File: src/rtl/fetch_unit.sv
// PC and fetch control feeding a 32-word synchronous-read instruction memory; the fetch latency is one cycle.
// Stall holds all state, and redirect flushes the in-flight word. Defining FETCH_COUNT_EN adds a saturating accepted-instruction count.
module fetch_unit #(
  parameter int                ADDR_W   = 5,
  parameter logic [ADDR_W-1:0] RESET_PC = '0,
  parameter logic [31:0]       NOP_WORD = 32'h0000_0000
) (
  input  logic              clk,
  input  logic              reset,
  input  logic              stall,
  input  logic              redirect,
  input  logic [ADDR_W-1:0] redirect_pc,
  output logic [ADDR_W-1:0] imem_addr,
  input  logic [31:0]       imem_instruction,
  output logic [31:0]       instr_out,
  output logic [ADDR_W-1:0] instr_pc,
  output logic              instr_valid
`ifdef FETCH_COUNT_EN
  ,
  output logic [15:0]       fetch_count
`endif
);

  logic [ADDR_W-1:0] pc_q, pc_d;
  logic [ADDR_W-1:0] pend_pc_q, pend_pc_d;
  logic              pend_valid_q, pend_valid_d;

  // On a stall, re-read the pending word so that the registered memory output stays stable.
  assign imem_addr   = stall ? pend_pc_q : pc_q;
  assign instr_valid = pend_valid_q;
  assign instr_pc    = pend_pc_q;
  assign instr_out   = pend_valid_q ? imem_instruction : NOP_WORD;

  always_comb begin
    pc_d         = pc_q;
    pend_pc_d    = pend_pc_q;
    pend_valid_d = pend_valid_q;
    if (redirect) begin
      pc_d         = redirect_pc;
      pend_valid_d = 1'b0;
    end else if (!stall) begin
      pend_pc_d    = pc_q;
      pend_valid_d = 1'b1;
      pc_d         = pc_q + 1'b1;
    end
  end

  always_ff @(posedge clk) begin
    if (reset) begin
      pc_q         <= RESET_PC;
      pend_pc_q    <= RESET_PC;
      pend_valid_q <= 1'b0;
    end else begin
      pc_q         <= pc_d;
      pend_pc_q    <= pend_pc_d;
      pend_valid_q <= pend_valid_d;
    end
  end

`ifdef FETCH_COUNT_EN
  logic [15:0] cnt_q, cnt_d;

  always_comb begin
    cnt_d = cnt_q;
    if (pend_valid_q && !stall && !redirect && (cnt_q != 16'hFFFF)) begin
      cnt_d = cnt_q + 16'd1;
    end
  end

  always_ff @(posedge clk) begin
    if (reset) begin
      cnt_q <= 16'd0;
    end else begin
      cnt_q <= cnt_d;
    end
  end

  assign fetch_count = cnt_q;
`endif

endmodule

File: config.mk
export PLATFORM = sky130hd
export DESIGN_NAME = fetch_unit
export DESIGN_NICKNAME = d
export VERILOG_FILES = /design/src/rtl/fetch_unit.sv
export SDC_FILE = /design/constraint.sdc
export NUM_CORES = 1
export LEC_CHECK = 0
export ABC_AREA = 1
export CAP_MARGIN = 25
export CELL_PAD_IN_SITES_DETAIL_PLACEMENT = 0
export CELL_PAD_IN_SITES_GLOBAL_PLACEMENT = 2
export CORE_MARGIN = 2
export CORE_UTILIZATION = 12
export DETAILED_ROUTE_END_ITERATION = 8
export GPL_ROUTABILITY_DRIVEN = 0
export GPL_TIMING_DRIVEN = 0
export PLACE_DENSITY_LB_ADDON = 0.1
export SKIP_CTS_REPAIR_TIMING = 1
export SYNTH_ARGS = -nofsm -noshare
export SYNTH_HDL_FRONTEND = slang
export SYNTH_SLANG_ARGS = --single-unit
File: constraint.sdc
create_clock -name clk -period 1.1 [get_ports clk]
set_input_delay 0.165 -clock clk [delete_from_list [all_inputs] [get_ports clk]]
set_output_delay 0.165 -clock clk [all_outputs]
set_load 0.02 [all_outputs]
Word-level counts from Yosys, hierarchy flattened:

Cells that the tools add are included.

* register bits: 11
* input port bits: 41
* logic and storage cells: 10

* $add $sub $neg: 1
* eq/ne operators: 1
* muxes and demuxes: 4
* reductions and logical operators: 1

Operators by type and width (number)
* $mux W32: 1
* $mux W5: 3
* $add A5 B1 Y5 const B: 1
* $ne A2 B1 Y1 const B: 1
* $reduce_or A2 Y1: 1

Longest topological paths before layout:

* depth in word-level cells: 3
* gate-level depth with buffers: 8
* depth with buffers taken out: 8

Least setup slack after synthesis:

OpenSTA, ideal clock, no wires.

* path kind: reg-to-output
* from: register pend_valid_q, in the netlist instr_valid
* to: output port instr_out[10]
* arrival: 1.003 ns
* required time: 0.935 ns
* setup slack: -0.068 ns
* stages on the path, launching flop included: 5
* cells stage by stage: dfxtp_1 clkbuf_1 buf_2 nand2_1 inv_1

* cells in the longest elaborated chain, start to end: 1

Ends and longest elaborated chain
* start: declaration: RTL line 26 `logic pend_valid_q, pend_valid_d;`
* start signal: assignment: RTL line 56 `pend_valid_q <= pend_valid_d;`
* $mux W32: RTL line 32 `assign instr_out = pend_valid_q ? imem_instruction : NOP_WORD;`
* end: declaration: RTL line 15 `output logic [31:0] instr_out,`

Every way passes these cells.

Worst setup path in the final report:

* from: register pend_valid_q, in the netlist instr_valid
* to: output port instr_out[14]

Same word-level chain as after synthesis.

==> summary.txt <==
Pwr
  – Highest ir drop seen on vdd: around 0.44 mV
  – Leak Pwr: about 1.2 nW
  – Internal cell power: around 1.0 mW
  – Sequential power share: 31.5%
  – Power density of the placed cells: 715 nW/um2
  – Switching Fraction: a little under a third
  – Clock network fraction of design power: between 20 and 30%
  – Switching power: about 450 uW
  – Combinational share of power: 40.4%

Finish
  – Ant. Diodes: 0
  – Final-stage net count: 282
  – P&R area growth vs syn: 147%
  – Proportion of layout cells with a drive suffix above 1: roughly two fifths
  – Final instance area: 2030 um2
  – Final core area utilization: 30.2%
  – Leading cell type in the layout, fill and taps excluded: nand2_1
  – Most used cells in the layout excluding fill and tap cells: nand2_1 (40), clkdlybuf4s50_1 (38), buf_6 (37)
  – Non-filler cells in the finished layout: ~320

Setup path
  – Slowest-stage cell, CP: dfxtp_2
  – Cell Chain, Critical Path: buf_8 > buf_8 > nand2_1 > inv_1 > buf_6
  – Logic depth of the worst register-to-register path: 8
  – Critical Path Max Stage Delay: around 0.34 ns
  – Largest fanout on the critical path: 10
  – Critical path required time: roughly 0.94 ns
  – R2r setup slk: 0.11 ns
  – Most prevalent standard cell on the critical path: buf_8
  – Arrival time of data at the critical path endpoint: about 1.1 ns
  – Kind of critical path: reg2out
  – R2r endpoint: pc_q[4]
  – Worst setup SP type: register
  – Reg2reg start: pc_q[0]
  – Kind of end point of the critical path: output port

Detailed routing
  – Total Wirelength: approximately 3200 um
  – Total number of vias: between 1000 and 1500
  – Number of remaining DRC errors: 0
  – Average detailed-routed wire length per instance: between 10 and 15 um
  – Remaining antenna violation count after routing: 0
  – Vias per Instance: 3.57
  – Number of iterations in the first detailed-routing pass: 4
  – Starting DRT DRC Count: 38

Place
  – Placed cells: 310
  – DP HPWL: 2510 um
  – Cell area reported after detailed placement: about 1700 um2
  – Number of input and output port buffers inserted: 82

Hold path
  – WHS Path Cells: 3
  – Hold path startpoint: stall
  – Capture endpoint of the worst hold path: pc_q[0]
  – Class of the tightest hold or removal check: in2reg

STA
  – Remaining max-slew budget at the tightest pin: about 82%
  – # setup viols final: 32
  – RSZ-0062 raised after global routing: yes
  – Tightest hold margin: ~0.3 ns
  – Maximum frequency from static timing analysis: between 800 and 900 MHz
  – Final period demand of the worst path: 1.23 ns
  – Worst slew pin tran: roughly 0.27 ns
  – Share of the clock period used by the worst path: 111%
  – Setup WS post-layout: -0.125 ns
  – Worst Skew: ~0.006 ns
  – Number of hold-slack violations in the final timing report: 0
  – Max-slew violation total from the final report: 0

Die
  – Die Wd: about 87 um
  – Io pins: 84
  – Cell Rows: 30
  – Placeable core region: 6720 um2
  – Die height: just under 90 um
  – Initial cell density of the core: around an eighth
  – Die footprint: 7510 um2

Clocking
  – Clock slew at reported path FFs: 0.05 ns
  – CTS Root Buffer Type: clkbuf_8
  – Number of CTS-inserted buffers: 3
  – Clk Latency, worst-skew pair: 0.24 ns
  – TritonCTS clock tree: built
  – Sinks on Clock Net: 11
  – Number of buffers on the longest clock path: 2
  – H-tree lvl count: 1

Synth
  – Synthesized area per cell: 5.54 um2
  – Netlist area before placement: a little over 800 um2
  – Number of distinct library cells after synthesis: 20
  – Post-synth net total: 190
  – Cell count after synthesis: about 150
  – Synthesized flop and latch total: 11
  – Number of warnings issued by yosys: 0
  – Portion of the post-synthesis area used by sequential elements: between 20% and 30%

Outcome
  – Violations in the final reports: setup timing
  – Result of the run: complete, but fails checks

GRT
  – Vias in the first global route: 956
  – First-pass GRT wire length: approximately 4700 um
  – Global-route usage over all layers: 7.74%
  – Antenna violations before repair: 0
  – Total grt overflow: 0
  – Pin count of the biggest net entering global routing: 11

Job
  – Number of max-cap violations: 0
==> cells by family (layout without fill, tap and decap cells) <==
kind of cell    Yosys count  in the layout  synth area share, %
xor+xnor                  2              2                 2.14
simple gates             66             66                 32.5
flops                    11             11                 26.9
fa+ha+maj                 1              1                 1.53
compound gates           18             18                 12.1
buf+inv                  50            141                 24.9
==> worst max path at each step <==
stage | startpoint | to | slack, ns | cells past startpoint
6_report | instr_valid | instr_out[14] | -0.13 | 5
5_1_grt | instr_valid | instr_out[8] | -0.20 | 5
4_1_cts | instr_valid | instr_out[22] | -0.77 | 5
3_5_place_dp | instr_valid | instr_out[28] | -0.50 | 5
3_3_place_gp | instr_valid | instr_out[28] | -0.52 | 5
2_1_floorplan | instr_valid | instr_out[21] | 0.03 | 4
==> routing by layer <==
metal / vias up / GRT usage [%] / wire, um
met1: 473 / 11.0 / 1600
met2: 58 / 11.5 / 1300
met5: - / 0 / 0
met3: 2 / 2.10 / 323
met4: 0 / 2.13 / 7
li1: 605 / - / -
==> metrics by stage <==
step                      total power, mW  TNS [ns]  setup slack (ns)
final                                1.45     -3.35            -0.125
after CTS                            1.40    -27.12            -0.773
after global placement              0.977    -18.56            -0.523
after detailed placement            0.971    -18.16            -0.505
after global routing                 1.55     -5.46            -0.199
after floorplan                     0.669         0            0.0338
==> worst max-delay path: cells and delay by family, from the launching register on <==
family,cells,cell delay (ns)
flops,1,0.34
buf+inv,4,0.43
simple gates,1,0.05
==> cells in the mapped netlist <==
cell       n  area share [%]
nand2_1   51              23
inv_1     43              20
dfxtp_1   11              27
o21ai_0   10             6.1
nor2_1     7             3.2
a21oi_1    5             3.1
nand3_1    5             3.1
buf_2      3             1.8
xor2_1     2             2.1
a211oi_1   1            0.92
a21oi_2    1             1.1
buf_6      1             1.4
clkbuf_1   1            0.46
ha_1       1             1.5
inv_2      1            0.46
inv_6      1             1.1
nand4_1    1            0.76
nor2_2     1            0.76
nor2_4     1             1.4
o21bai_1   1            0.92
==> flip-flops by register name, summed over array words and instances (netlist names) <==
name and cells:
instr_pc 5, pc_q 5, instr_valid 1
==> power by group through the flow <==
stage	registers (mW)	logic (mW)	clock network (mW)
2_1_floorplan	0.471	0.198	0
3_5_place_dp	0.460	0.511	0
5_1_grt	0.460	0.635	0.456
4_1_cts	0.451	0.515	0.431
3_3_place_gp	0.461	0.517	0
6_report	0.456	0.586	0.408
==> final cells by class <==
cell class	instances	area [um2]
tap	80	100
clock buffer	4	45.0
multi-input combinational	87	480
buffer	5	71.3
inverter	45	174
sequential	11	238
timing repair buffer	87	918
fill	751	4690
No activity file was read; power rests on OpenSTA's default activity.
